===== src/rtl/led_pkg.sv =====
// Shared scheduler state type, source identifiers and default timing constants.
package led_pkg;

    typedef enum logic [2:0] {
        IDLE,
        ARB,
        STREAM,
        DRAIN,
        LATCH
    } sched_state_t;

    localparam logic SRC_HOST     = 1'b0;
    localparam logic SRC_FALLBACK = 1'b1;

    localparam int CLK_PERIOD_NS = 50;
    localparam int LATCH_US      = 300;

endpackage


===== src/rtl/led_frame_scheduler_frame_pacer.sv =====
// Free-running frame period counter with a single-entry pending latch and a consume handshake.
module frame_pacer
    import led_pkg::*;
#(
    parameter int FRAME_PERIOD = 666667
) (
    input  logic i_clk,
    input  logic i_reset,
    input  logic i_consume,
    output logic o_pending
);

    localparam int PC_W = (FRAME_PERIOD > 1) ? $clog2(FRAME_PERIOD) : 1;

    logic [PC_W-1:0] r_period_cnt;
    logic            r_pending;
    logic            w_tick;

    assign w_tick = (r_period_cnt == PC_W'(FRAME_PERIOD - 1));

    // A tick landing on the same clock as a consume re-arms pending.
    always_ff @(posedge i_clk or posedge i_reset) begin
        if (i_reset) begin
            r_period_cnt <= '0;
            r_pending    <= 1'b0;
        end else begin
            r_period_cnt <= w_tick ? '0 : r_period_cnt + 1'b1;
            if (w_tick) begin
                r_pending <= 1'b1;
            end else if (i_consume) begin
                r_pending <= 1'b0;
            end
        end
    end

    assign o_pending = r_pending;

endmodule


===== src/rtl/led_frame_scheduler.sv =====
// Paces frame starts, enforces the LED latch gap and grants one pixel source per frame.
// Define LED_FRAME_STATS_EN to add grant/underrun counters.
module led_frame_scheduler
    import led_pkg::*;
#(
    parameter int FIFO_ADDR_WIDTH = 12,
    parameter int FIFO_DATA_WIDTH = 16,
    parameter int FRAME_WORDS     = 900,
    parameter int FRAME_PERIOD    = 666667,
    parameter int LATCH_TICKS     = LATCH_US * 1000 / CLK_PERIOD_NS,
    parameter int FALLBACK_EN_P   = 1
) (
    input  logic                       clk,
    input  logic                       reset,
    input  logic                       enable,
    input  logic [FIFO_ADDR_WIDTH:0]   src0_count,
    input  logic [FIFO_DATA_WIDTH-1:0] src0_data,
    input  logic                       src0_valid,
    output logic                       src0_read,
    input  logic [FIFO_ADDR_WIDTH:0]   src1_count,
    input  logic [FIFO_DATA_WIDTH-1:0] src1_data,
    input  logic                       src1_valid,
    output logic                       src1_read,
    output logic [FIFO_ADDR_WIDTH:0]   drv_count,
    output logic [FIFO_DATA_WIDTH-1:0] drv_data,
    output logic                       drv_valid,
    input  logic                       drv_read,
    input  logic                       string_active,
    output logic                       frame_src,
    output logic                       frame_busy,
    output logic                       underrun
`ifdef LED_FRAME_STATS_EN
    ,
    output logic [31:0]                frames_src0,
    output logic [31:0]                frames_src1,
    output logic [31:0]                underruns
`endif
);

    localparam int CNT_W = FIFO_ADDR_WIDTH + 1;
    localparam int WC_W  = $clog2(FRAME_WORDS + 1);
    localparam int LC_W  = $clog2(LATCH_TICKS + 1);

    sched_state_t    r_state;
    sched_state_t    w_next_state;
    logic            r_frame_src;
    logic            r_latch_ok;
    logic            r_seen_active;
    logic [WC_W-1:0] r_word_cnt;
    logic [LC_W-1:0] r_latch_cnt;

    logic w_pending;
    logic w_consume;
    logic w_grant;
    logic w_sel;
    logic w_underrun;
    logic w_elig0;
    logic w_elig1;
    logic w_fwd;
    logic w_last_word;
    logic w_gap_done;

    frame_pacer #(
        .FRAME_PERIOD(FRAME_PERIOD)
    ) u_pacer (
        .i_clk    (clk),
        .i_reset  (reset),
        .i_consume(w_consume),
        .o_pending(w_pending)
    );

    assign w_elig0     = (src0_count >= CNT_W'(FRAME_WORDS));
    assign w_elig1     = (FALLBACK_EN_P != 0) && (src1_count >= CNT_W'(FRAME_WORDS));
    assign w_last_word = drv_read && (r_word_cnt == WC_W'(FRAME_WORDS - 1));
    assign w_gap_done  = !string_active && (r_latch_cnt == LC_W'(LATCH_TICKS - 1));

    always_ff @(posedge clk or posedge reset) begin
        if (reset) begin
            r_state <= IDLE;
        end else begin
            r_state <= w_next_state;
        end
    end

    always_comb begin
        w_next_state = r_state;
        w_grant      = 1'b0;
        w_sel        = SRC_HOST;
        w_underrun   = 1'b0;
        w_consume    = 1'b0;
        case (r_state)
            IDLE: begin
                if (w_pending && enable && r_latch_ok) begin
                    w_next_state = ARB;
                end
            end
            ARB: begin
                w_consume = 1'b1;
                if (w_elig0) begin
                    w_grant      = 1'b1;
                    w_sel        = SRC_HOST;
                    w_next_state = STREAM;
                end else if (w_elig1) begin
                    w_grant      = 1'b1;
                    w_sel        = SRC_FALLBACK;
                    w_next_state = STREAM;
                end else begin
                    w_underrun   = 1'b1;
                    w_next_state = IDLE;
                end
            end
            STREAM: begin
                if (w_last_word) begin
                    w_next_state = DRAIN;
                end
            end
            // Strings must have been seen busy before their falling edge starts the gap.
            DRAIN: begin
                if (r_seen_active && !string_active) begin
                    w_next_state = LATCH;
                end
            end
            LATCH: begin
                if (w_gap_done) begin
                    w_next_state = IDLE;
                end
            end
            default: w_next_state = IDLE;
        endcase
    end

    always_ff @(posedge clk or posedge reset) begin
        if (reset) begin
            r_frame_src   <= SRC_HOST;
            r_word_cnt    <= '0;
            r_latch_cnt   <= '0;
            r_latch_ok    <= 1'b1;
            r_seen_active <= 1'b0;
        end else begin
            if (w_grant) begin
                r_frame_src   <= w_sel;
                r_word_cnt    <= '0;
                r_latch_ok    <= 1'b0;
                r_seen_active <= 1'b0;
            end else begin
                if (r_state == STREAM && drv_read && r_word_cnt != WC_W'(FRAME_WORDS)) begin
                    r_word_cnt <= r_word_cnt + 1'b1;
                end
                if (r_state == DRAIN && string_active) begin
                    r_seen_active <= 1'b1;
                end
                if (r_state == LATCH && w_gap_done) begin
                    r_latch_ok <= 1'b1;
                end
            end
            // Any busy clock during the gap restarts the count.
            if (r_state == LATCH) begin
                r_latch_cnt <= string_active ? '0 : r_latch_cnt + 1'b1;
            end else begin
                r_latch_cnt <= '0;
            end
        end
    end

    assign w_fwd      = (r_state == STREAM) || (r_state == DRAIN);
    assign drv_count  = (r_state == STREAM) ? (r_frame_src ? src1_count : src0_count) : '0;
    assign src0_read  = w_fwd && drv_read && (r_frame_src == SRC_HOST);
    assign src1_read  = w_fwd && drv_read && (r_frame_src == SRC_FALLBACK);
    assign drv_valid  = w_fwd && (r_frame_src ? src1_valid : src0_valid);
    assign drv_data   = w_fwd ? (r_frame_src ? src1_data : src0_data) : '0;
    assign frame_src  = r_frame_src;
    assign frame_busy = w_grant || (r_state == STREAM) || (r_state == DRAIN) || (r_state == LATCH);
    assign underrun   = w_underrun;

`ifdef LED_FRAME_STATS_EN
    logic [31:0] r_frames_src0;
    logic [31:0] r_frames_src1;
    logic [31:0] r_underruns;

    always_ff @(posedge clk or posedge reset) begin
        if (reset) begin
            r_frames_src0 <= '0;
            r_frames_src1 <= '0;
            r_underruns   <= '0;
        end else begin
            if (w_grant && w_sel == SRC_HOST) begin
                r_frames_src0 <= r_frames_src0 + 32'd1;
            end
            if (w_grant && w_sel == SRC_FALLBACK) begin
                r_frames_src1 <= r_frames_src1 + 32'd1;
            end
            if (w_underrun) begin
                r_underruns <= r_underruns + 32'd1;
            end
        end
    end

    assign frames_src0 = r_frames_src0;
    assign frames_src1 = r_frames_src1;
    assign underruns   = r_underruns;
`endif

endmodule


===== config.mk =====
export PLATFORM = sky130hd
export DESIGN_NAME = led_frame_scheduler
export DESIGN_NICKNAME = d
export VERILOG_FILES = /design/src/rtl/led_pkg.sv /design/src/rtl/led_frame_scheduler_frame_pacer.sv /design/src/rtl/led_frame_scheduler.sv
export SDC_FILE = /design/constraint.sdc
export NUM_CORES = 1
export LEC_CHECK = 0
export CORE_MARGIN = 1.5
export CORE_UTILIZATION = 46
export CTS_CLUSTER_SIZE = 40
export DETAILED_ROUTE_END_ITERATION = 8
export PLACE_DENSITY = 0.8
export SYNTH_ARGS = -nofsm -noshare
export SYNTH_HDL_FRONTEND = slang
export SYNTH_SLANG_ARGS = --single-unit

===== constraint.sdc =====
create_clock -name clk -period 2.2 [get_ports clk]
set_input_delay 0.33 -clock clk [delete_from_list [all_inputs] [get_ports clk]]
set_output_delay 0.33 -clock clk [all_outputs]
set_load 0.02 [all_outputs]

==> results.md, run 1 <==
* Worst skew pair latency at 300 ps
* Initial Utilization at 0.476
* First-pass GRT wire length at 13300 um
* Post-DP HPWL at 5960 um
* Htree depth at 2
* Final Hold Fails at 0
* FP Rows at 29
* Initial antenna violation count at 0
* CP peak stage delay at 540 ps
* Finish-stage setup viols at 1
* TritonCTS Sinks at 50
* Final #Nets at 518
* Worst Tran Pin Value at 517 ps
* Synth-to-Final Area Change at 43.9%
* MaxCap Viol Count at 0
* Max FO, Critical Path at 2
* Stages on worst setup path at 6
* VDD IR max at 0.618 mV
* Cell count of the worst reg-to-reg path at 4
* Setup WS pre-CTS at -864 ps
* Critical-path cell list: buf_6, or4_4, o2111ai_4, a21oi_2, or4_4, buf_6
* Seq cells post-synth at 50
* Crit path max-delay family: simple AND/OR/NAND/NOR gates
* CP max stage cell: or4_4
* Die X at 84.1 um
* Max-slew violations at 0
* R2r startpoint: u_pacer.r_period_cnt[14]
* Syn Area/Cell at 9.11 um^2
* Total nets after synthesis at 402
* Nature of the critical path startpoint: input pin
* Worst setup path endpoint: frame_busy
* Worst clock skew at 7.80 ps
* Final Critical Period at 2290 ps
* Setup WS post-layout at -85.9 ps
* Unrepaired setup endpoints after global routing: yes
* Die area at 0.00707 mm^2
* CTS clk-pin slew, worst paths at 90 ps
* Layout cell share with drive strength beyond 1 at 0.134
* Clock Path Buffers at 2
* WL/cell at 14.9 um
* Tot GR Track Use at 0.229
* Static leakage at 1.94 nW
* Violated checks: negative setup slack
* Vert. Die Dim at 84.1 um
* FF-to-FF setup slack at 180 ps
* Fin crit share at 1.04
* Drt first pass iters at 4
* Worst path buffer plus inverter count at 2
* Hold Path Class: in -> async
* Cts bufs inserted at 5
* Via density at 5.42
* Crit end category: output port
* Sequential area share after synthesis at 0.414
* Grt ovf at 0
* Vias at 2852
* WP data arrival at 1960 ps
* Peak Freq at 0.437 GHz
* Routed Antenna Nets at 0
* Gpl congestion at 0.911
* Status: finished, violations left
* Post-synth ARST share at 1.00
* Worst EP required at 1870 ps
* Top_reg_cell synth: dfrtp_1
* Post-synthesis cell count at 332
* Total Wirelength at 7820 um
* Mapped Area at 0.00303 mm^2
* Vias in the first global route at 2810
* Number of cells in the design after placement at 516
* Worst setup path start: src0_count[6]
* CTS root buffer: clkbuf_8
* CTS tree: built
* Ant. Diodes at 0
* Slew HR at 0.655
* Most common cell after layout, fill and taps aside: clkdlybuf4s50_1
* Port buffer count at 99
* WS Path Type: in -> out
* I/O Pins at 100
* Synth unique cells at 43
* Non-filler instance count after layout at 526
* EDFF count, synth at 0
* Synth Warn # at 0
* DRC viols at 0
* Commonest cells after routing, fill and taps aside: 57 x clkdlybuf4s50_1, 56 x nor2_1, 49 x dfrtp_1
* R2R Path End: u_pacer.r_period_cnt[19]
* DRT iter0 DRCs at 80
* Pin count of the biggest net entering global routing at 24
* PwrDens at 827 mW/mm^2
* Core area at 0.00635 mm^2
[per-stage QoR]
stage | total power (W) | TNS, ps | cell area [um^2] | hold WS, ps | utilization
2_1_floorplan | 0.00228 | 0 | 3030 | 433 | -
5_1_grt | 0.00383 | -121 | 4350 | 418 | 0.686
3_3_place_gp | 0.00320 | -1450 | 4260 | 449 | 0.670
4_1_cts | 0.00361 | -102 | 4340 | 382 | 0.684
6_report | 0.00360 | -85.9 | 4350 | 369 | 0.686
3_5_place_dp | 0.00323 | -1510 | 4260 | 466 | 0.670
[cell families after synthesis]
group | after synthesis | share of synthesized area
compound gates | 28 | 0.0637
buf+inv | 27 | 0.0356
fa+ha+maj | 5 | 0.0207
xor+xnor | 30 | 0.0869
simple gates | 160 | 0.273
mux | 32 | 0.106
flops | 50 | 0.414
[report_power, final]
group / switching (W) / internal, W / total, W
Combinational: 0.00109 / 0.000926 / 0.00202
Sequential: 0.0000691 / 0.000978 / 0.00105
Clock: 0.000308 / 0.000224 / 0.000532
[sequential cells by signal (all words and copies together) (netlist names)]
name,count
u_pacer.r_period_cnt,20
r_seen_active,1
r_latch_cnt,13
frame_src,1
r_word_cnt,10
r_state,3
r_latch_ok,1
u_pacer.o_pending,1
[worst min-delay path by stage]
stage                      endpoint  slack (ps)
global placement     r_latch_cnt[0]         450
CTS                 r_latch_cnt[10]         380
finish               r_latch_cnt[9]         370
global route         r_latch_cnt[9]         420
floorplan            r_latch_cnt[0]         430
detailed placement   r_latch_cnt[0]         470
[routing by layer]
layer,vias to the layer above,track usage,wire [um]
met5,-,0,0
met4,0,0.0671,230
met3,18,0.0425,484
met2,95,0.393,3730
met1,1335,0.295,3370
li1,1404,-,-
[repair_timing]
action,in CTS,in global routing
hold buffers,0,0
endpoints found under the setup margin,34,2
buffers inserted,1,1
pin swaps,7,4
gates resized for setup,81,4
[layout make-up]
| class | count | area, um^2 |
|---|---|---|
| clock buffer | 5 | 68.8 |
| clock inverter | 3 | 21.3 |
| fill | 504 | 2000 |
| inverter | 13 | 48.8 |
| multi-input combinational | 255 | 1730 |
| sequential | 50 | 1250 |
| tap | 77 | 96.3 |
| timing repair buffer | 123 | 1140 |
[synthesized netlist by cell type, types with 2 or more instances]
| cell | number | area, um^2 |
|---|---|---|
| ha_1 | 5 | 62.6 |
| or4_1 | 7 | 52.6 |
| nor3b_1 | 2 | 15.0 |
| o21ai_0 | 7 | 35.0 |
| or3b_2 | 2 | 17.5 |
| mux2i_1 | 32 | 320 |
| xnor2_1 | 21 | 184 |
| buf_2 | 2 | 10.0 |
| nand2b_1 | 3 | 18.8 |
| or3_1 | 5 | 31.3 |
| nand3_1 | 15 | 75.1 |
| and3_1 | 3 | 18.8 |
| nor4bb_1 | 2 | 20.0 |
| dfrtp_1 | 49 | 1230 |
| buf_1 | 2 | 7.51 |
| nand4_1 | 7 | 43.8 |
| inv_1 | 13 | 48.8 |
| clkbuf_1 | 9 | 33.8 |
| a21oi_1 | 9 | 45.0 |
| xor2_1 | 9 | 78.8 |
| nor2_1 | 56 | 210 |
| nor3_1 | 19 | 95.1 |
| nor4_1 | 9 | 56.3 |
| a31oi_1 | 3 | 18.8 |
| nor4b_1 | 2 | 17.5 |
| nand2_1 | 21 | 78.8 |
| o2111ai_1 | 2 | 17.5 |
Power figures use the tool's default switching activity.
==> inputs of run 2 (changes only) <==
==> constraint.sdc (replaced) <==
create_clock -name clk -period 2.57 [get_ports clk]
set_input_delay 0.3855 -clock clk [delete_from_list [all_inputs] [get_ports clk]]
set_output_delay 0.3855 -clock clk [all_outputs]
set_load 0.02 [all_outputs]
==> run 2 against run 1 <==
Against the previous run:
- the run now ends clean
- largest power group unchanged
- clock-buffer cell count increased by 1
- global-route usage grew 0.27 points
- final area shrank 0.43%
- flip-flop and latch count is the same
- clock power decreased by 12%
- power decreased by 11%
- setup slack better by 110 ps
==> results.md, run 2 (same netlist as run 1, synthesis figures left out) <==
* Commonest cells after routing, fill and taps aside: 89 x clkdlybuf4s50_1, 56 x nor2_1, 49 x dfrtp_1
* Routed Antenna Nets at 0 (unchanged)
* Clock Path Buffers at 2 (unchanged)
* Crit end category: output port
* Die area at 0.00707 mm^2 (unchanged)
* TritonCTS Sinks at 50 (unchanged)
* FF-to-FF setup slack at 520 ps (+340 ps)
* CP peak stage delay at 540 ps (about the same)
* Worst EP required at 2180 ps (+310 ps)
* Final core utilization at 0.683 (-0.00296)
* R2r startpoint: u_pacer.r_period_cnt[14]
* Vert. Die Dim at 84.1 um (unchanged)
* Most common cell after layout, fill and taps aside: clkdlybuf4s50_1
* Vias at 2821 (-1.1%)
* Final hold slack at 463 ps (+93.7 ps)
* WL/cell at 15.2 um (+2.2%)
* Via density at 5.43 (about the same)
* Sw Share at 0.394 (-0.0148)
* Worst clock skew at 10.7 ps (+2.92 ps)
* Comb pwr share at 0.578 (+0.017)
* Layout cell share with drive strength beyond 1 at 0.102 (-0.0321)
* MaxCap Viol Count at 0 (unchanged)
* R2R Path End: u_pacer.r_period_cnt[3]
* PwrDens at 736 mW/mm^2 (-11%)
* Final #Nets at 512 (-1.2%)
* Final Critical Period at 2550 ps
* WP data arrival at 2160 ps (+200 ps)
* Final Hold Fails at 0 (unchanged)
* Static leakage at 1.81 nW (-6.7%)
* CP max stage cell: or4_4
* Vias in the first global route at 2746 (-2.3%)
* Slew HR at 0.532 (-0.123)
* Pin count of the biggest net entering global routing at 35 (+46%)
* Hold Path Class: reg -> reg
* Cts bufs inserted at 5 (unchanged)
* CTS tree: built
* First-pass GRT wire length at 13400 um (+0.26%)
* Htree depth at 2 (unchanged)
* Switch Pwr at 0.00126 W (-15%)
* Fin crit share at 0.992
* Biggest register: u_pacer.r_period_cnt
* Area occupied by multi-input gates at 0.00172 mm^2 (-0.29%)
* Max-slew violations at 0 (unchanged)
* Initial Utilization at 0.476 (unchanged)
* CTS root buffer: clkbuf_8
* Worst setup path start: src1_count[6]
* Worst skew pair latency at 300 ps (about the same)
* Largest regs: u_pacer.r_period_cnt x20, r_latch_cnt x13, r_word_cnt x10
* Seq pwr share at 0.275 (-0.016)
* Core area at 0.00635 mm^2 (unchanged)
* Total Wirelength at 7900 um (+1.0%)
* Cell count of the worst reg-to-reg path at 5 (+1)
* Die X at 84.1 um (unchanged)
* Initial antenna violation count at 0 (unchanged)
* Drt first pass iters at 4 (unchanged)
* WS Path Type: in -> out
* Post-DP HPWL at 6010 um (+0.84%)
* VDD IR max at 0.527 mV (-15%)
* CTS clk-pin slew, worst paths at 80 ps (about the same)
* DRC viols at 0 (unchanged)
* Worst Tran Pin Value at 701 ps (+184 ps)
* I/O Pins at 100 (unchanged)
* Int Pwr at 0.00193 W (-9.1%)
* Gpl congestion at 0.902 (-1.1%)
* Ant. Diodes at 0 (unchanged)
* Tot GR Track Use at 0.232 (+0.00269)
* Fill cells at 513 (+1.8%)
* Max reg flops at 20 (unchanged)
* Nature of the critical path startpoint: input pin
* FP Rows at 29 (unchanged)
* CP most frequent cell: or4_4
* DRT iter0 DRCs at 118 (+48%)
* Finish-stage setup viols at 0 (-1)
* Area occupied by registers at 0.00125 mm^2 (unchanged)
* Total power at 0.00319 W (-11%)
* Grt ovf at 0 (unchanged)
* Critical-path cell list: dlygate4sd2_1, or4_4, o2111ai_4, a21oi_2, or4_4, buf_6
* Clock power frac at 0.147 (about the same)
* Peak Freq at 0.392 GHz
* Status: complete, no violations
* Synth-to-Final Area Change at 43.3%
* Max FO, Critical Path at 2 (unchanged)
* Port buffer count at 99 (unchanged)
* Worst setup path endpoint: frame_busy
-- run 2: cell count changes in the layout (fill, tap and decap cells not counted), moves of 3 or more --
cell             delta
buf_12              -3
buf_2               -6
buf_4               -3
clkdlybuf4s50_1    +32
dlygate4sd2_1      -24
-- run 2: area by class of cell --
type | instances | area share
well taps | 77 | 0.0222
repair buffers | 117 | 0.258
clock buffers | 6 | 0.0191
flip-flops and latches | 50 | 0.289
multi-input cells | 255 | 0.398
clock inverters | 2 | 0.00289
inverters | 13 | 0.0113
-- run 2: worst min-delay path by stage --
stage | startpoint | end | slack, ps | cells after the start
CTS | r_latch_cnt[0] | r_latch_cnt[0] | 470 | 1
finish | r_latch_cnt[0] | r_latch_cnt[0] | 460 | 1
global placement | r_latch_cnt[0] | r_latch_cnt[0] | 450 | 1
global route | u_pacer.o_pending | u_pacer.o_pending | 510 | 1
detailed placement | r_latch_cnt[0] | r_latch_cnt[0] | 460 | 1
floorplan | r_latch_cnt[0] | r_latch_cnt[0] | 430 | 1
-- run 2: stage by stage --
step | area (um^2) | cells | setup TNS (ps) | setup WS (ps)
after detailed placement | 4170 | 509 | -936 | -608
final | 4330 | 520 | 0 | 20.0
after floorplan | 3030 | 332 | 0 | 274
after CTS | 4320 | 519 | 0 | 6.13
after global routing | 4330 | 520 | -6.16 | -6.16
after global placement | 4170 | 509 | -898 | -580
-- run 2: power by group through the flow --
| stage | registers, W | logic, W | clock network [W] |
|---|---|---|---|
| 2_1_floorplan | 0.000886 | 0.00106 | 0 |
| 3_3_place_gp | 0.000887 | 0.00177 | 0 |
| 4_1_cts | 0.000876 | 0.00183 | 0.000480 |
| 5_1_grt | 0.000888 | 0.00198 | 0.000513 |
| 6_report | 0.000878 | 0.00184 | 0.000469 |
| 3_5_place_dp | 0.000891 | 0.00179 | 0 |
-- run 2: metal layers --
metal  part of all wire  global-route usage  up-vias  wire length (um)
li1                   -                   -     1388                 -
met1               0.44               0.298     1332              3500
met2               0.48               0.391       83              3790
met3              0.050              0.0465       18               394
met4              0.026              0.0775        0               208
met5                  0                   0        -                 0
-- run 2: critical path: cells and delay by family --
kind	cells	cell delay [ps]
buffers and inverters	2	390
and+or+nand+nor	2	1080
AOI/OAI and AO/OA	2	310
-- run 2: timing repair --
action                                  in CTS  in global routing
resized for setup                           25                  2
buffers inserted                             2                  1
endpoints found under the setup margin      15                 18
hold buffers                                 0                  0
pin swaps                                    7                  6
